===== src/rtl/bsg_two_fifo_w58.sv =====
// Two-entry ready/valid FIFO with registered full/empty flags and no bypass path.
// ready_o and v_o are purely registered, so neither depends combinationally on v_i or yumi_i.
module bsg_two_fifo_w58 #(
    parameter int width_p = 58
) (
    input  logic               clk_i,
    input  logic               reset_i,
    input  logic               v_i,
    input  logic [width_p-1:0] data_i,
    output logic               ready_o,
    output logic               v_o,
    output logic [width_p-1:0] data_o,
    input  logic               yumi_i,
    output logic [1:0]         count_o
);

    logic               wptr_q, wptr_d;
    logic               rptr_q, rptr_d;
    logic               full_q, full_d;
    logic               empty_q, empty_d;
    logic [width_p-1:0] mem_q [2];

    logic enq, deq;

    // A yumi with nothing held is dropped so the pointers cannot drift.
    assign enq = v_i & ~full_q;
    assign deq = yumi_i & ~empty_q;

    always_comb begin
        wptr_d  = wptr_q ^ enq;
        rptr_d  = rptr_q ^ deq;
        full_d  = full_q;
        empty_d = empty_q;
        if (enq && !deq) begin
            empty_d = 1'b0;
            full_d  = ~empty_q;
        end else if (deq && !enq) begin
            full_d  = 1'b0;
            empty_d = ~full_q;
        end
    end

    always_ff @(posedge clk_i or posedge reset_i) begin
        if (reset_i) begin
            wptr_q  <= 1'b0;
            rptr_q  <= 1'b0;
            full_q  <= 1'b0;
            empty_q <= 1'b1;
        end else begin
            wptr_q  <= wptr_d;
            rptr_q  <= rptr_d;
            full_q  <= full_d;
            empty_q <= empty_d;
        end
    end

    // Payload storage is intentionally left out of reset.
    always_ff @(posedge clk_i) begin
        if (enq) begin
            mem_q[wptr_q] <= data_i;
        end
    end

    assign ready_o = ~full_q;
    assign v_o     = ~empty_q;
    assign data_o  = mem_q[rptr_q];
    assign count_o = {full_q, ~full_q & ~empty_q};

endmodule

===== config.mk =====
export PLATFORM = sky130hd
export DESIGN_NAME = bsg_two_fifo_w58
export DESIGN_NICKNAME = d
export VERILOG_FILES = /design/src/rtl/bsg_two_fifo_w58.sv
export SDC_FILE = /design/constraint.sdc
export NUM_CORES = 1
export LEC_CHECK = 0
export BUFFER_PORTS_ARGS = -buffer_cell sky130_fd_sc_hd__buf_2
export CAP_MARGIN = 20
export CORE_MARGIN = 10
export CORE_UTILIZATION = 55
export CTS_CLUSTER_DIAMETER = 40
export CTS_CLUSTER_SIZE = 28
export DETAILED_ROUTE_END_ITERATION = 6
export PLACE_DENSITY = 0.95
export SLEW_MARGIN = 10
export SYNTH_ARGS = -nofsm -noshare
export SYNTH_HDL_FRONTEND = slang
export SYNTH_SLANG_ARGS = --single-unit
export TNS_END_PERCENT = 5

===== constraint.sdc =====
create_clock -name clk_i -period 4.4 [get_ports clk_i]
set_input_delay 0.66 -clock clk_i [delete_from_list [all_inputs] [get_ports clk_i]]
set_output_delay 0.66 -clock clk_i [all_outputs]
set_load 0.01 [all_outputs]

==> reports/results.tsv, run 1 <==
stage	metric	value	unit
timing	hold_viol	0	
pwr	p_total	3915	uW
finish	final_common_cell	buf_2	
clock_network	htree_levels	4	
logic_synthesis	synth_area_per_cell	22.02	um^2
routing	num_vias	2292	
routing	first_iter_violations	87	
pwr	seqPwrFrac	0.424	
clock_network	root_buffer	clkbuf_8	
global_route	grt_pass1_vias	2686	
pwr	p_clk_frac	0.335	
timing	relSlewSlack	0.3560	
global_route	grt_pass1_wl	13410	um
floorplanning	rows	32	
job	cap_violations	0	
finish	finalNonFillerCells	453	
timing	slew_viol_final	0	
floorplanning	coreArea	0.007767	mm^2
timing	rsz0062_at_grt	no	
routing	wirelength	8561	um
pwr	p_sw_frac	0.2712	
clock_network	hold_buffers	0	
floorplanning	ios	124	
clock_network	cts_tree	yes	
finish	drive_above_1_share	0.6182	
logic_synthesis	synth_top_area_share	0.7871	
clock_network	clk_latency	0.49	ns
floorplanning	die_w	109.7	um
finish	finish.utilization	0.7349	
worst_setup_path	critPathArrivalTime	2.46	ns
global_route	grt_overflow	0	
pwr	peakVddDrop	0.0004164	V
timing	worst_pin_slew	0.9659	ns
floorplanning	dieArea	0.01203	mm^2
routing	viasPerCell	5.060	
clock_network	cts-resized-gates	0	
clock_network	cts.sink_count	120	
worst_setup_path	critPathRequiredTime	3.74	ns
pwr	p_leak	0.002206	uW
logic_synthesis	synth_warnings	0	
clock_network	cts_buffer_depth	2	
logic_synthesis	syn_nets	264	
place	place_congestion	0.7057	
place	port_buffers	123	
timing	worst_hold_slack	0.04138	ns
worst_setup_path	crit_fanout	44	
place	place_inst	421	
logic_synthesis	ys_seq_area_frac	0.8100	
routing	ant_nets	0	
finish	final_cell_mix	buf_2 (123), edfxtp_1 (116), mux2_2 (48), clkbuf_16 (16), mux2_4 (10)	
logic_synthesis	yosys-top-cells-area	edfxtp_1 (79%), mux2_2 (12%), mux2_4 (3.4%)	
worst_setup_path	crit_path_end_kind	primary output	
logic_synthesis	syn-instance-count	201	
worst_setup_path	rrSetupSlack	2.13	ns
clock_network	clk_pin_slew	0.06	ns
global_route	grt_max_degree	45	
worst_hold_path	min_path_type	input pin to async pin	
timing	post-route-min-period	3.116	ns
pwr	comb_power_share	0.240	
pwr	p_switching	1061	uW
status	status	finished, final reports clean	
routing	firstDrtPassIters	6	
finish	fillerInstances	466	
clock_network	post_cts_buffers	0	
floorplanning	start_util	0.5697	
logic_synthesis	synth-seq-cells	120	
timing	fin_skew	0.006571	ns
clock_network	cts_buffers	17	
timing	fin_tns_setup	0	ns
worst_setup_path	cp-start-kind	flop	
logic_synthesis	syn_area	0.004425	mm^2
timing	fmax	0.3209	GHz
floorplanning	die_y	109.7	um
routing	drcViolationCount	0	
worst_setup_path	crit_type	flop to primary output	
finish	syn_to_final_growth	28.98	%
place	dp_hpwl	5853	um
routing	wire_per_inst	18.90	um
pwr	power.internal	2853	uW
finish	fin_nets	401	
logic_synthesis	yosysUniqueCellTypes	17	
logic_synthesis	synth_top_area_cell	edfxtp_1	
global_route	grt_usage	0.1480	
timing	setup_viol	0	
timing	period_share	0.7082	
finish	antenna_cells	0	
global_route	antenna_found_initial	0	
pwr	powerDensity	685.8	mW/mm^2
[worst paths after layout]
| check | end | startpoint | cells past startpoint |
|---|---|---|---|
| max reg2reg | mem_q[0][29] | full_q | 3 |
| min | wptr_q | reset_i | 2 |
| min reg2reg | empty_q | empty_q | 2 |
| min in group clk_i | mem_q[0][19] | data_i[19] | 1 |
| max | data_o[3] | rptr_q | 3 |
| max in group asynchronous | empty_q | reset_i | 2 |
[cells in the mapped netlist]
master / instances
buf_2: 4
xor2_1: 1
dfrtp_1: 3
edfxtp_1: 116
ha_1: 1
nor2b_1: 2
buf_8: 1
dfstp_2: 1
nand2b_1: 2
inv_1: 5
nor2_1: 1
buf_6: 2
and2_1: 1
a21oi_1: 2
buf_4: 1
mux2_4: 10
mux2_2: 48
[metrics by stage]
| stage | cell area (um^2) | setup slack (ns) |
|---|---|---|
| after floorplan | 4425 | 1.698 |
| after global placement | 5131 | 1.806 |
| after detailed placement | 5131 | 1.764 |
| after CTS | 5708 | 1.239 |
| after global routing | 5708 | 1.140 |
| final | 5708 | 1.284 |
[flip-flops by register name, summed over array words and instances (netlist names)]
| signal | flops |
|---|---|
| full_q | 1 |
| empty_q | 1 |
| mem_q | 116 |
| rptr_q | 1 |
| wptr_q | 1 |
[critical path: stages, from the launching register on]
cell and delay, ns:
dfrtp_2 1.00, buf_4 0.42, mux2_2 0.38, buf_2 0.14
[per-layer routing]
metal,routed length [um],global-route usage,vias up
met5,0,0,-
met4,76,0.05019,0
met3,758,0.06554,9
met2,4661,0.2721,90
met1,3065,0.1442,1129
li1,-,-,1064
[area by class of cell]
class | instances | area, um^2 | share of cell area
well taps | 102 | 127.6 | 0.02236
multi-input cells | 68 | 760.7 | 0.1333
inverters | 5 | 18.77 | 0.003288
clock inverters | 13 | 155.1 | 0.02718
repair buffers | 126 | 638.1 | 0.1118
flip-flops and latches | 120 | 3586 | 0.6282
clock buffers | 19 | 421.7 | 0.07387
[cells by family (layout without fill, tap and decap cells)]
family          Yosys count  after routing  synth area share
mux                      58             58            0.1561
buf+inv                  13            163           0.01894
simple gates              6              6          0.007915
fa+ha+maj                 1              1          0.002827
xor+xnor                  1              1          0.001979
compound gates            2              2          0.002262
flops                   120            120            0.8100
[power groups by stage]
stage / logic, uW / clock network (uW) / registers [uW]
after global routing: 1020 / 1400 / 1690
after detailed placement: 954 / 0 / 1680
after CTS: 964 / 1340 / 1670
after floorplan: 706 / 0 / 1590
final: 941 / 1310 / 1660
after global placement: 934 / 0 / 1670
Note: power is estimated with default switching activity, not from simulation.
==> inputs of run 2 (changes only) <==
CORE_UTILIZATION = 46   (was 55)
PLACE_DENSITY = 0.86   (was 0.95)
clock period = 2.6 ns   (was 4.4 ns; I/O delays follow)
==> run 2 against run 1 <==
Critical path depth did not move. Clock skew grew 0.00054 ns. Global-route usage decreased by 2.2 points. Sequential share of layout area fell by 0.88 points. Power up 70%. Routed wire length up 0.25%. Setup slack worse by 1.1 ns. Utilization is 11 points lower. Combinational power is 77% higher. Critical path type unchanged. Critical endpoint unchanged.
==> reports/results.tsv, run 2 (synthesized netlist as in run 1, its figures left out) <==
stage	metric	value	unit
status	status	finished, final reports clean	
worst_setup_path	crit_family	flip-flops	
timing	fin_tns_setup	0	ns
floorplanning	die_y	118.1	um
finish	syn_to_final_growth	30.82	%
place	dpl-instance-area	0.005192	mm^2
place	port_buffers	123	
job	cap_violations	0	
place	place_ws	0.6276	ns
floorplanning	die_w	118.1	um
clock_network	root_buffer	clkbuf_8	
pwr	p_total	6674	uW
finish	drive_above_1_share	0.6130	
worst_setup_path	critPathMaxStageDelay	0.72	ns
routing	drcViolationCount	0	
routing	wire_per_inst	17.73	um
routing	wirelength	8582	um
worst_setup_path	crit_chain	buf_12, mux2_2, buf_2	
finish	final_common_cell	buf_2	
timing	post-route-min-period	2.462	ns
routing	num_vias	2308	
timing	worst_pin_slew	0.5606	ns
worst_setup_path	cp-start-kind	flop	
floorplanning	start_util	0.4767	
finish	final_cell_mix	buf_2 (123), edfxtp_1 (116), mux2_2 (48), clkbuf_16 (16), mux2_4 (10)	
place	dp_hpwl	6058	um
global_route	grt_pass1_vias	2649	
floorplanning	rows	35	
pwr	peakVddDrop	0.0005577	V
timing	setup_viol	0	
finish	top_register	mem_q	
finish	fillerInstances	696	
clock_network	cts_buffers	17	
global_route	antenna_found_initial	1	
clock_network	clk_pin_slew	0.06	ns
timing	fin_skew	0.007112	ns
clock_network	cts_tree	yes	
global_route	grt_usage	0.1256	
timing	slew_viol_final	0	
finish	largest_reg_flops	116	
worst_setup_path	crit_fanout	36	
clock_network	cts.sink_count	120	
timing	period_share	0.9471	
global_route	grt_max_degree	37	
timing	hold_viol	0	
timing	setup_slack	0.1375	ns
worst_setup_path	critPathBufInv	2	
floorplanning	dieArea	0.01394	mm^2
finish	fin_nets	404	
worst_setup_path	slowest_stage	dfrtp_2	
worst_setup_path	critPathRequiredTime	2.21	ns
routing	first_iter_violations	112	
routing	ant_nets	0	
clock_network	cts_buffer_depth	2	
timing	fmax	0.4061	GHz
worst_hold_path	min_path_type	input pin to flop	
timing	worst_hold_slack	0.08098	ns
floorplanning	coreArea	0.009284	mm^2
floorplanning	ios	124	
timing	relSlewSlack	0.6263	
routing	viasPerCell	4.769	
global_route	grt_pass1_wl	13720	um
place	place_congestion	0.7245	
finish	post-route-cell-area	0.005789	mm^2
worst_setup_path	critPathArrivalTime	2.07	ns
worst_setup_path	crit_type	flop to primary output	
clock_network	htree_levels	4	
pwr	p_leak	0.002237	uW
worst_setup_path	crit_path_end_kind	primary output	
timing	rsz0062_at_grt	no	
routing	firstDrtPassIters	6	
clock_network	clk_latency	0.49	ns
global_route	grt_overflow	0	
pwr	powerDensity	1153	mW/mm^2
==> run 2: worst register-to-register path, stage by stage, from the launching register on <==
cell and delay, ns:
dfrtp_1 0.41, nor2b_1 0.23, ha_2 0.23, buf_4 0.39
==> run 2: metal layers <==
layer	global-route usage	up-vias	wire [um]
li1	-	1066	-
met1	0.1282	1148	3235
met2	0.2131	86	4505
met3	0.06763	8	767
met4	0.04405	0	74
met5	0	-	0
==> run 2: report_power, final <==
| group | internal [uW] | switching, uW | leakage [uW] | total [uW] |
|---|---|---|---|---|
| combinational | 816 | 854 | 0.000843 | 1670 |
| sequential | 2580 | 163 | 0.00111 | 2740 |
| clock | 1510 | 751 | 0.000279 | 2260 |
| total | 4910 | 1770 | 0.00224 | 6670 |
==> run 2: metrics by stage <==
stage               cells  utilization
finish                484       0.6236
global route          483       0.6233
CTS                   483       0.6233
detailed placement    450       0.5593
global placement      450       0.5593
floorplan             201            -
==> run 2: worst paths after layout <==
check | depth (start not counted) | to | slack (ns) | from
max | 3 | data_o[3] | 0.14 | rptr_q
min | 1 | mem_q[1][19] | 0.08 | data_i[19]
max reg2reg | 3 | mem_q[0][43] | 0.96 | full_q
min reg2reg | 2 | empty_q | 0.51 | empty_q
max in group asynchronous | 3 | empty_q | 2.06 | reset_i
min in group asynchronous | 3 | wptr_q | 0.32 | reset_i
==> run 2: area by class of cell <==
| class | count | area, um^2 | share of cell area |
|---|---|---|---|
| Sequential cell | 120 | 3586 | 0.6194 |
| Multi-Input combinational cell | 68 | 760.7 | 0.1314 |
| Timing Repair Buffer | 129 | 675.6 | 0.1167 |
| Clock buffer | 24 | 460.4 | 0.07953 |
| Tap cell | 129 | 161.4 | 0.02788 |
| Clock inverter | 8 | 123.9 | 0.02140 |
| Inverter | 5 | 18.77 | 0.003242 |
| Antenna cell | 1 | 2.502 | 0.0004322 |
==> run 2: what timing repair did <==
item,in CTS,in global routing
setup buffers,0,0
hold buffers,1,0
endpoints found under the hold margin,4,0
resized for setup,0,0
==> inputs of run 3 (changes only) <==
RECOVER_POWER = 50   (was unset)
==> run 3 against run 2 <==
Register-to-register slack got worse by 0.09 ns. Clock power is essentially flat. Sequential cell count stayed put. Critical path type unchanged. Largest power group unchanged. Utilization fell by 0.42 points. Sequential power about the same. First-iteration DRC count is 21% lower.
==> reports/results.tsv, run 3 (synthesized netlist as in run 1, its figures left out) <==
stage	metric	value	unit
finish	seq_area	0.003586	mm^2
global_route	grt_pass1_vias	2649	
global_route	grt_usage	0.1256	
worst_hold_path	hold_depth	1	
clock_network	htree_levels	4	
floorplanning	dieArea	0.01394	mm^2
worst_hold_path	min_path_type	input pin to flop	
pwr	powerDensity	1160	mW/mm^2
worst_setup_path	critPathMaxStageDelay	0.72	ns
clock_network	cts_buffers	17	
worst_setup_path	critPathRequiredTime	2.21	ns
routing	drcViolationCount	0	
timing	fin_tns_setup	0	ns
worst_setup_path	cp-start-kind	flop	
worst_setup_path	crit_family	flip-flops	
floorplanning	die_y	118.1	um
finish	fin_nets	404	
routing	viasPerCell	4.832	
place	dp_hpwl	6058	um
timing	period_share	0.9470	
clock_network	cts_buffer_depth	2	
place	dpl-instance-area	0.005192	mm^2
clock_network	hold_buffers	1	
clock_network	cts-resized-gates	0	
worst_hold_path	hold_end	mem_q[1][19]	
worst_setup_path	rr_startpoint	full_q	
worst_setup_path	crit_start	rptr_q	
worst_setup_path	slowest_stage	dfrtp_2	
global_route	antenna_found_initial	1	
place	port_buffers	123	
worst_hold_path	worstHoldStart	data_i[19]	
floorplanning	rows	35	
timing	worst_hold_slack	0.07880	ns
clock_network	post_cts_buffers	0	
finish	post-route-cell-area	0.005751	mm^2
floorplanning	coreArea	0.009284	mm^2
timing	setup_viol	0	
floorplanning	ios	124	
timing	relSlewSlack	0.5678	
routing	firstDrtPassIters	4	
worst_setup_path	critPathBufInv	2	
routing	ant_nets	0	
finish	top_register	mem_q	
pwr	p_total	6669	uW
job	cap_violations	0	
finish	multi_input_area	760.7	um^2
routing	num_vias	2334	
clock_network	clk_latency	0.49	ns
worst_setup_path	critPathArrivalTime	2.07	ns
timing	fmax	0.4061	GHz
routing	first_iter_violations	89	
finish	largest_reg_flops	116	
clock_network	clk_pin_slew	0.06	ns
finish	drive_above_1_share	0.5339	
timing	slew_viol_final	0	
floorplanning	die_w	118.1	um
routing	wirelength	8608	um
finish	final_common_cell	edfxtp_1	
timing	worst_pin_slew	0.6483	ns
global_route	grt_overflow	0	
pwr	p_leak	0.002161	uW
finish	fillerInstances	713	
clock_network	cts_tree	yes	
worst_setup_path	ff2ff_path_depth	3	
timing	hold_viol	0	
worst_setup_path	crit_path_end_kind	primary output	
finish	antenna_cells	0	
timing	post-route-min-period	2.462	ns
floorplanning	start_util	0.4767	
worst_setup_path	crit_chain	buf_12, mux2_2, buf_2	
clock_network	root_buffer	clkbuf_8	
routing	wire_per_inst	17.82	um
pwr	peakVddDrop	0.0005567	V
global_route	grt_max_degree	37	
worst_setup_path	r2r_end	mem_q[1][1]	
worst_setup_path	crit_fanout	36	
global_route	grt_pass1_wl	13720	um
finish	final_cell_mix	edfxtp_1 (116), buf_2 (96), mux2_2 (48), clkbuf_1 (32), clkbuf_16 (16)	
clock_network	cts.sink_count	120	
timing	fin_skew	0.008555	ns
status	status	finished, final reports clean	
timing	rsz0062_at_grt	no	
worst_setup_path	crit_type	flop to primary output	
place	place_congestion	0.7245	
worst_setup_path	rrSetupSlack	0.87	ns
finish	syn_to_final_growth	29.94	%
==> run 3: cell types whose count changed in the layout (fill, tap and decap cells not counted), sizes merged <==
cell / previous run / this run
clkbuf: 24 / 52
diode: 1 / 0
buf: 128 / 100
==> run 3: layout make-up <==
type,instances,area share
sequential,120,0.6236
timing repair buffer,129,0.1112
clock inverter,8,0.02154
inverter,5,0.003264
clock buffer,24,0.08007
multi-input combinational,68,0.1323
tap,129,0.02807
==> run 3: worst reg2reg max path: stages (launching register included) <==
cell and delay [ns]:
dfrtp_1 0.41, nor2b_1 0.24, and2_2 0.19, clkbuf_2 0.52
==> run 3: metal layers <==
metal / track usage / part of all wire
met1: 0.1282 / 0.37
met2: 0.2131 / 0.53
met3: 0.06763 / 0.094
met4: 0.04405 / 0.0071
met5: 0 / 0
==> run 3: worst max path at each step <==
stage / end / depth (start not counted)
after floorplan: mem_q[0][0] / 2
after global placement: data_o[10] / 3
after detailed placement: data_o[3] / 3
after CTS: data_o[3] / 3
after global routing: data_o[3] / 3
final: data_o[3] / 3
==> run 3: power breakdown <==
part / switching [uW] / internal [uW] / leakage [uW]
clock: 753 / 1510 / 0.000279
combinational: 860 / 804 / 0.000768
sequential: 163 / 2580 / 0.00111
total: 1780 / 4890 / 0.00216
==> run 3: metrics by stage <==
step / setup slack [ns] / std cells / util
2_1_floorplan: 0.1682 / 201 / -
3_3_place_gp: 0.6282 / 450 / 0.5593
3_5_place_dp: 0.6276 / 450 / 0.5593
4_1_cts: 0.08604 / 483 / 0.6233
5_1_grt: 0.01339 / 483 / 0.6194
6_report: 0.1378 / 483 / 0.6194
